--- config.mk ---
export PLATFORM = sky130hd
export DESIGN_NAME = status_flag_unit
export DESIGN_NICKNAME = d
export VERILOG_FILES = /design/src/rtl/status_flag_unit.sv
export SDC_FILE = /design/constraint.sdc
export NUM_CORES = 1
export LEC_CHECK = 0
export BUFFER_PORTS_ARGS = -buffer_cell sky130_fd_sc_hd__buf_2
export CAP_MARGIN = 30
export CORE_AREA = 2 2 39 41
export CTS_CLUSTER_DIAMETER = 200
export CTS_CLUSTER_SIZE = 20
export DETAILED_ROUTE_END_ITERATION = 8
export DIE_AREA = 0 0 41 43
export PLACE_DENSITY = 0.76
export SETUP_SLACK_MARGIN = 0.2
export SYNTH_ARGS = -nofsm -noshare
export SYNTH_HDL_FRONTEND = slang
export SYNTH_SLANG_ARGS = --single-unit
--- constraint.sdc ---
create_clock -name clk -period 2.2 [get_ports clk]
set_input_delay 0.22 -clock clk [delete_from_list [all_inputs] [get_ports clk]]
set_output_delay 0.22 -clock clk [all_outputs]
set_load 0.02 [all_outputs]
--- src/rtl/status_flag_unit.sv ---
// NZCV status register with in-flight flag-writer tracking, forwarding to the
// ID-stage condition check, and a stall signal when forwarding is disabled.
module status_flag_unit #(
  parameter int FLAG_STAGE = 1,
  parameter bit BYPASS     = 1'b1
) (
  input  logic       clk,
  input  logic       rst,
  input  logic [3:0] id_cond,
  input  logic       id_s,
  input  logic       id_issue,
  input  logic       flush,
  input  logic [3:0] exe_status,
  output logic [3:0] status,
  output logic [3:0] status_cond,
  output logic       flag_hazard,
  output logic [7:0] update_count
);

  localparam bit TWO_STAGE = (FLAG_STAGE == 2);

  logic       v_exe_q, v_exe_d;
  logic       v_mem_q, v_mem_d;
  logic [3:0] mem_status_q, mem_status_d;
  logic [3:0] status_q, status_d;
  logic [7:0] count_q, count_d;

  logic       commit;
  logic [3:0] commit_flags;
  logic       needs_flags;

  // In the one-stage build the MEM tracker is tied off so it never forwards.
  always_comb begin
    v_exe_d      = id_issue & id_s & ~flush;
    v_mem_d      = 1'b0;
    mem_status_d = 4'b0000;
    if (TWO_STAGE) begin
      v_mem_d      = v_exe_q;
      mem_status_d = exe_status;
    end
  end

  always_comb begin
    commit       = v_exe_q;
    commit_flags = exe_status;
    if (TWO_STAGE) begin
      commit       = v_mem_q;
      commit_flags = mem_status_q;
    end
  end

  always_comb begin
    status_d = status_q;
    count_d  = count_q;
    if (commit) begin
      status_d = commit_flags;
      count_d  = count_q + 8'd1;
    end
  end

  always_ff @(posedge clk) begin
    if (!rst) begin
      v_exe_q      <= 1'b0;
      v_mem_q      <= 1'b0;
      mem_status_q <= 4'b0000;
      status_q     <= 4'b0000;
      count_q      <= 8'd0;
    end else begin
      v_exe_q      <= v_exe_d;
      v_mem_q      <= v_mem_d;
      mem_status_q <= mem_status_d;
      status_q     <= status_d;
      count_q      <= count_d;
    end
  end

  // cond 1110 (AL) is the only encoding that ignores the flags.
  assign needs_flags = (id_cond != 4'b1110);

  // Youngest writer wins: EXE before MEM before the architectural register.
  always_comb begin
    status_cond = status_q;
    if (BYPASS) begin
      if (v_exe_q) begin
        status_cond = exe_status;
      end else if (v_mem_q) begin
        status_cond = mem_status_q;
      end
    end
  end

  assign flag_hazard  = (BYPASS == 1'b0) & needs_flags & (v_exe_q | v_mem_q);
  assign status       = status_q;
  assign update_count = count_q;

endmodule

==> reports/results.ini, run 1 <==
[power_and_ir_drop]
ir_worst_vdd_mv=0.347
power_switching_uw=92.7
p_clk_share_pct=34.6
p_sw_share_pct=22.4
p_leak_uw=0.000350
p_int_uw=322
power_density_nw_per_um2=591
combPwrFrac_pct=7.1
p_seq_share_pct=58.2

[routing]
m1WireLength_um=455
highest_layer=met4
num_vias=435
viasPerCell=4.58
routedWlPerCell_um=10.7
drt_iter0_markers=3
detail-route-antenna-nets=0
finalWirelength_mm=1.02
met3_wirelength_um=68
route.detailed.drc=0
wl_met2_um=479
first_pass_iters=4

[clock_tree]
holdBufCountCts=0
insertion_delay_ps=270
clk_transition_reported_paths_ps=70
htree_levels=1
cts-root-buf=clkbuf_4
cts_buffer_depth=2
post_cts_buffers=0
cts_made_buffers=3
cts_tree=built
postCtsResizedCells=0
clock_sinks=13

[yosys]
synth_top_cell_by_area=dfxtp_1
syn_area_um2=558
synthTopCellsByCount=dfxtp_1, and2_1, mux2_2, nand2_1, xnor2_1
synth_cell_types=24
synth-seq-cells=13
yosysSeqAreaShare_pct=46.6
synth_edf_count=0
syn_avg_cell_area_um2=10.3
synth_top_flop_cell=dfxtp_1
synth_top_cells_by_area=dfxtp_1, and2_1, mux2_2
ys_async_sr_fraction_pct=0
syn_inst=54
synth_fp_nets=68
yosysTopAreaCellShare_pct=46.6
ys.warnings.count=0
synth_most_common_cell=dfxtp_1

[timing]
period_minus_slack_ps=1630
rsz0062_at_grt=false
finalSetupViolCount=0
post-route-period-util_pct=74.1
drv_slew=0
final_hold_viol_count=0
skew_ps=8.99
fmax_mhz=613
final.setup.tns_ps=0

[hold_path]
min_path_cells=2
min_to=commit
hold_start=id_s
min_path_type=input pin to flop

[worst_setup_path]
worstPathArrival_ps=1410
crit_path_end_kind=primary output
start_kind=flop
slowest_delay_ps=590
path_cells=mux2_2 > buf_2
r2r_setup_slack_ps=850
crit_fanout=10
worstReg2RegStart=commit
reg2regPathDepth=3
reg2reg_to=update_count[5]
critPathBufInv=1
crit_family=flip-flops
critPathRequiredTime_ps=1980
crit_type=flop to primary output
critPathSlowestCell=dfxtp_1

[layout]
fill_cells=127
antennaDiodeCount=0
instances_no_fill=95
area_growth_pct=25.8
drive_gt1_share_pct=39.2
fin_nets=94

[placed_design]
io_buffers=24
dp_hpwl_um=739
gp_congestion=0.665
dp_cells=91

[die]
die_x_um=41
initial_utilization_pct=40.3
io_pins=30
die_height_um=43
core_um2=1380
dieArea_um2=1760
std_cell_rows=14

[grt]
grt_pass1_vias=360
grt_pass1_wl_mm=1.58
antenna_found_initial=0
grt_usage_pct=14.0
grt.overflow.total=0
grt_max_degree=15

[outcome]
status=complete, no violations

[flow_run]
max_cap_violations=0

## layout by cell type (no fill, tap or decap), drive strengths merged, types with 2 or more instances in the layout
cell    count
o21ai       2
nand4       2
clkbuf      4
and2        8
mux2        4
buf        24
dfxtp      13
mux2i       2
or3         2
a21boi      2
xnor2       3
nand3       2
nand2       3
## per-stage QoR
stage | util [%] | cell area (um2) | worst slack (ps) | total power, uW | hold slack [ps]
floorplan | - | 558 | 867 | 266 | 373
global placement | 48.8 | 676 | 860 | 276 | 448
detailed placement | 48.8 | 676 | 858 | 277 | 460
CTS | 50.7 | 702 | 552 | 421 | 213
global route | 50.7 | 702 | 490 | 436 | 229
finish | 50.7 | 702 | 569 | 415 | 224
## sequential cells by signal, indices dropped and copies added (netlist names)
signal and cells:
update_count 8, status 4, commit 1
## worst max-delay path by stage
stage | depth (start not counted) | slack, ps | endpoint | startpoint
global route | 2 | 490 | status_cond[0] | commit
finish | 2 | 570 | status_cond[0] | commit
floorplan | 4 | 870 | update_count[6] | update_count[0]
CTS | 2 | 550 | status_cond[0] | commit
detailed placement | 2 | 860 | status_cond[0] | commit
global placement | 2 | 860 | status_cond[0] | commit
## cell families after synthesis
kind of cell | count (synthesis) | share of synthesized area, %
xor gates and xnor gates | 4 | 6.28
DFF | 13 | 46.6
adders and majority gates | 1 | 2.24
AOI/OAI and AO/OA | 4 | 4.48
other | 1 | 0.672
muxes | 6 | 11.7
and+or+nand+nor | 21 | 23.3
buffers and inverters | 4 | 4.71
## cell type report
cell class	instances	area (um2)	area share, %
clock buffers	4	26.3	3.74
inverters	1	3.75	0.535
multi-input cells	37	272	38.7
flip-flops and latches	13	260	37.1
well taps	16	20.0	2.85
repair buffers	24	120	17.1
## power groups by stage
stage	sequential, uW	clock, uW	combinational, uW
final	241	144	29.6
after global routing	242	162	32.5
after CTS	241	150	30.0
after detailed placement	247	0	30.0
after global placement	247	0	29.4
after floorplan	248	0	17.7
## routing by layer
| metal | vias up | GRT usage (%) |
|---|---|---|
| met5 | - | 0 |
| met1 | 185 | 17.9 |
| li1 | 229 | - |
| met4 | 0 | 10.0 |
| met2 | 19 | 18.8 |
| met3 | 2 | 4.71 |
No activity file was read; power rests on OpenSTA's default activity.
==> run 2, diff against run 1 <==
--- a/config.mk
+++ b/config.mk
@@ -7,12 +7,12 @@
 export LEC_CHECK = 0
 export BUFFER_PORTS_ARGS = -buffer_cell sky130_fd_sc_hd__buf_2
 export CAP_MARGIN = 30
-export CORE_AREA = 2 2 39 41
+export CORE_MARGIN = 2
+export CORE_UTILIZATION = 41
 export CTS_CLUSTER_DIAMETER = 200
 export CTS_CLUSTER_SIZE = 20
 export DETAILED_ROUTE_END_ITERATION = 8
-export DIE_AREA = 0 0 41 43
-export PLACE_DENSITY = 0.76
+export PLACE_DENSITY = 0.74
 export SETUP_SLACK_MARGIN = 0.2
 export SYNTH_ARGS = -nofsm -noshare
 export SYNTH_HDL_FRONTEND = slang
==> constraint.sdc (replaced) <==
create_clock -name clk -period 1.7 [get_ports clk]
set_input_delay 0.17 -clock clk [delete_from_list [all_inputs] [get_ports clk]]
set_output_delay 0.17 -clock clk [all_outputs]
set_load 0.02 [all_outputs]
==> run 2 against run 1 <==
  * Cell area is the same
  * Combinational power grew 29%
  * Final cell count shrank 1.1%
  * Critical path depth is the same
  * Sequential power grew 29%
  * Sequential share of layout area grew 0.18 points
  * Clock-buffer cell count is the same
  * Routed wire length grew 1.1%
  * Critical endpoint is now status_cond[3]
  * Largest cell class unchanged
  * Largest power group unchanged
  * Highest routed layer is now met3
==> reports/results.ini, run 2 (same netlist as run 1, synthesis figures left out) <==
[hold_path]
hold_start=id_s
min_path_type=input pin to flop
min_path_cells=2
min_to=commit

[layout]
final_common_cell=buf_2
final_cell_mix=buf_2, dfxtp_1, and2_1
antennaDiodeCount=0
largest_reg_flops=8
final_core_util_pct=54.6
fin_nets=94
area_growth_pct=25.8
drive_gt1_share_pct=40.5

[timing]
drv_slew=0
final_hold_viol_count=0
fmax_mhz=700
skew_ps=1.62
post-route-period-util_pct=84.1
final.setup.tns_ps=0
period_minus_slack_ps=1430
rsz0062_at_grt=false
finalSetupViolCount=0

[clock_tree]
clk_transition_reported_paths_ps=80
cts_buffer_depth=2
cts_tree=built
htree_levels=1
cts_made_buffers=3
clock_sinks=13
cts-root-buf=clkbuf_4
insertion_delay_ps=260

[placed_design]
io_buffers=24
gp_congestion=0.619
dp_hpwl_um=735

[flow_run]
max_cap_violations=0

[worst_setup_path]
reg2regPathDepth=4
crit_path_start=commit
crit_path_end_kind=primary output
crit_family=flip-flops
start_kind=flop
path_cells=mux2_2 > buf_2
slowest_delay_ps=470
worstPathArrival_ps=1260
critPathSlowestCell=dfxtp_2
crit_type=flop to primary output
crit_fanout=10
reg2reg_to=update_count[6]
r2r_setup_slack_ps=400
worstReg2RegStart=update_count[1]
critPathRequiredTime_ps=1530
critPathBufInv=1

[routing]
first_pass_iters=3
detail-route-antenna-nets=0
route.detailed.drc=0
drt_iter0_markers=1
num_vias=445
finalWirelength_mm=1.03
viasPerCell=4.73
routedWlPerCell_um=11.0

[grt]
grt_usage_pct=13.9
grt_max_degree=15
use_met3_pct=3.26
grt.overflow.total=0
met1_usage_pct=18.4
antenna_found_initial=0
grt-busiest-layer=met2
grt_pass1_wl_mm=1.56
met2_usage_pct=22.7
grt_pass1_vias=377

[die]
std_cell_rows=13
initial_utilization_pct=43.4
die_x_um=40.9
core_um2=1280
dieArea_um2=1670
io_pins=30
die_height_um=40.9

[power_and_ir_drop]
combPwrFrac_pct=7.2
p_clk_share_pct=34.3
power_density_nw_per_um2=761
p_seq_share_pct=58.5
p_sw_share_pct=22.0
ir_worst_vdd_mv=0.563
p_int_uw=417
power_switching_uw=118
p_leak_uw=0.000350

[outcome]
status=complete, no violations

## run 2: cell counts in the layout (fill, tap and decap cells not counted)
Identical to the previous run, type by type.
## run 2: worst register-to-register path, cell delays in order, from the launching register on
cell and delay [ps]:
dfxtp_1 410, ha_1 220, nand3_1 100, or3_1 360, a21boi_1 150
## run 2: how the worst max path moves through the flow
stage	endpoint	slack, ps	cells after the start
final	status_cond[3]	270	2
after global routing	status_cond[3]	200	2
after CTS	status_cond[3]	250	2
after detailed placement	update_count[5]	350	3
after global placement	update_count[5]	360	3
after floorplan	update_count[6]	370	4
## run 2: routing by layer
metal,up-vias,share of wire [%]
li1,231,-
met1,195,49
met2,19,44
met3,0,6.4
met4,0,0
met5,-,0
## run 2: cell type report
cell class / count / area, um2
sequential: 13 / 262
clock buffer: 4 / 26.3
fill: 125 / 583
timing repair buffer: 24 / 120
inverter: 1 / 3.75
multi-input combinational: 37 / 272
tap: 15 / 18.8
## run 2: through the flow
stage | hold slack [ps] | setup WS (ps) | instances | instance area [um2] | power (uW)
2_1_floorplan | 323 | 367 | 54 | 558 | 344
3_3_place_gp | 442 | 363 | 90 | 674 | 358
3_5_place_dp | 452 | 353 | 90 | 674 | 358
4_1_cts | 170 | 248 | 94 | 702 | 544
5_1_grt | 184 | 202 | 94 | 702 | 562
6_report | 174 | 271 | 94 | 702 | 534
## run 2: power groups by stage
stage | clock (uW) | combinational [uW] | sequential, uW
floorplan | 0 | 22.9 | 321
global placement | 0 | 38.2 | 319
detailed placement | 0 | 38.9 | 319
CTS | 192 | 39.1 | 313
global route | 206 | 42.6 | 313
finish | 183 | 38.3 | 312
## run 2: timing repair
action                                  CTS  global route
resized for setup                         1             0
endpoints found under the setup margin    4             0
setup buffers                             0             0
hold buffers                              0             0
==> run 3, diff against run 2 <==
==> constraint.sdc (replaced) <==
create_clock -name clk -period 1.5 [get_ports clk]
set_input_delay 0.15 -clock clk [delete_from_list [all_inputs] [get_ports clk]]
set_output_delay 0.15 -clock clk [all_outputs]
set_load 0.02 [all_outputs]
==> run 3 against run 2 <==
  * Cell area grew 7.8%
  * Register-to-register slack lost 120 ps
  * Die area is the same
  * Sequential power grew 13%
  * Final cell count grew 1.1%
  * Global-route usage shrank 0.89 points
  * Worst hold slack lost 27 ps
  * Worst setup slack lost 56 ps
  * First-iteration DRC count grew to 4.0 times the previous value
  * Critical path depth is the same
  * Sequential cell count is the same
  * Routed wire length grew 3.3%
  * Critical path type unchanged
==> reports/results.ini, run 3 (same netlist as run 1, synthesis figures left out) <==
[routing]
routedWlPerCell_um=11.2
num_vias=457
route.detailed.drc=0
finalWirelength_mm=1.06
viasPerCell=4.81
detail-route-antenna-nets=0
drt_iter0_markers=4
first_pass_iters=3

[grt]
antenna_found_initial=0
grt_usage_pct=13.0
grt.overflow.total=0
grt_pass1_vias=348
grt_pass1_wl_mm=1.45
grt_max_degree=15

[placed_design]
preCtsSetupSlack_ps=160
gp_congestion=0.697
io_buffers=24

[die]
die_height_um=40.9
die_x_um=40.9
std_cell_rows=13
core_um2=1280
io_pins=30
dieArea_um2=1670
initial_utilization_pct=43.4

[layout]
area_growth_pct=35.7
final_cell_mix=buf_2, dfxtp_1, and2_1, mux2_4, buf_6
fin_nets=95
final_common_cell=buf_2
drive_gt1_share_pct=46.3
largest_reg_flops=8
fill_cells=118
antennaDiodeCount=0

[power_and_ir_drop]
ir_worst_vdd_mv=0.700
power_uw=619
p_leak_uw=0.000361
power_density_nw_per_um2=818

[clock_tree]
cts_made_buffers=3
cts_tree=built
htree_levels=1
clk_transition_reported_paths_ps=80
holdBufCountCts=0
clock_sinks=13
insertion_delay_ps=260
cts_buffer_depth=2
cts-root-buf=clkbuf_4

[outcome]
status=complete, no violations

[timing]
fin_ws_ps=215
rsz0062_at_grt=true
final_hold_viol_count=0
finalSetupViolCount=0
drv_slew=0
final.setup.tns_ps=0
post-route-period-util_pct=85.7
period_minus_slack_ps=1280
fmax_mhz=778
skew_ps=0.572

[worst_setup_path]
worstPathArrival_ps=1130
crit_fanout=6
critPathRequiredTime_ps=1350
start_kind=flop
crit_path_end_kind=primary output
crit_type=flop to primary output

[hold_path]
min_path_type=input pin to flop

[flow_run]
max_cap_violations=0

[run 3: changes by cell type in the layout (fill, tap and decap cells not counted), sizes merged]
cell  delta
buf      +1
[run 3: path summary, 6_finish.rpt]
path | cells past startpoint | to | start | slack [ps]
min reg2reg | 2 | update_count[7] | update_count[7] | 470
min | 2 | commit | id_s | 150
max | 2 | status_cond[1] | commit | 220
max reg2reg | 4 | update_count[6] | update_count[0] | 280
[run 3: per-stage QoR]
step           util [%]  instances  cell area [um2]  hold slack [ps]
2_1_floorplan         -         54              561              303
3_3_place_gp       52.7         90              677              424
3_5_place_dp       52.7         90              677              427
4_1_cts            55.6         95              714              148
5_1_grt            58.9         95              757              171
6_report           58.9         95              757              147
[run 3: repair_timing]
item | CTS | global route
endpoints found under the setup margin | 7 | 5
gates resized for setup | 2 | 13
cloned | 0 | 0
setup buffers | 1 | 0
[run 3: where the power goes]
group | total (uW) | internal, uW | leakage [uW] | switching, uW
clock network | 212 | 103 | 0.0000150 | 109
logic | 54.9 | 28.5 | 0.000239 | 26.3
registers | 353 | 348 | 0.000107 | 4.74
total | 619 | 479 | 0.000361 | 140
[run 3: final cells by class]
| class | count | area (um2) | share of cell area (%) |
|---|---|---|---|
| multi-input cells | 37 | 289 | 38.2 |
| flip-flops and latches | 13 | 267 | 35.2 |
| repair buffers | 25 | 153 | 20.2 |
| clock buffers | 4 | 26.3 | 3.47 |
| well taps | 15 | 18.8 | 2.48 |
| inverters | 1 | 3.75 | 0.496 |
[run 3: layer usage]
metal / up-vias / wire [um] / share of wire (%) / global-route usage [%]
li1: 231 / - / - / -
met1: 207 / 497 / 47 / 16.8
met2: 19 / 480 / 45 / 21.1
met3: 0 / 86 / 8.1 / 3.80
met4: 0 / 0 / 0 / 2.50
met5: - / 0 / 0 / 0
[run 3: worst max-delay path: stages, from the launching register on]
cell     delay, ps
dfxtp_4        410
mux2_4         320
buf_6          130
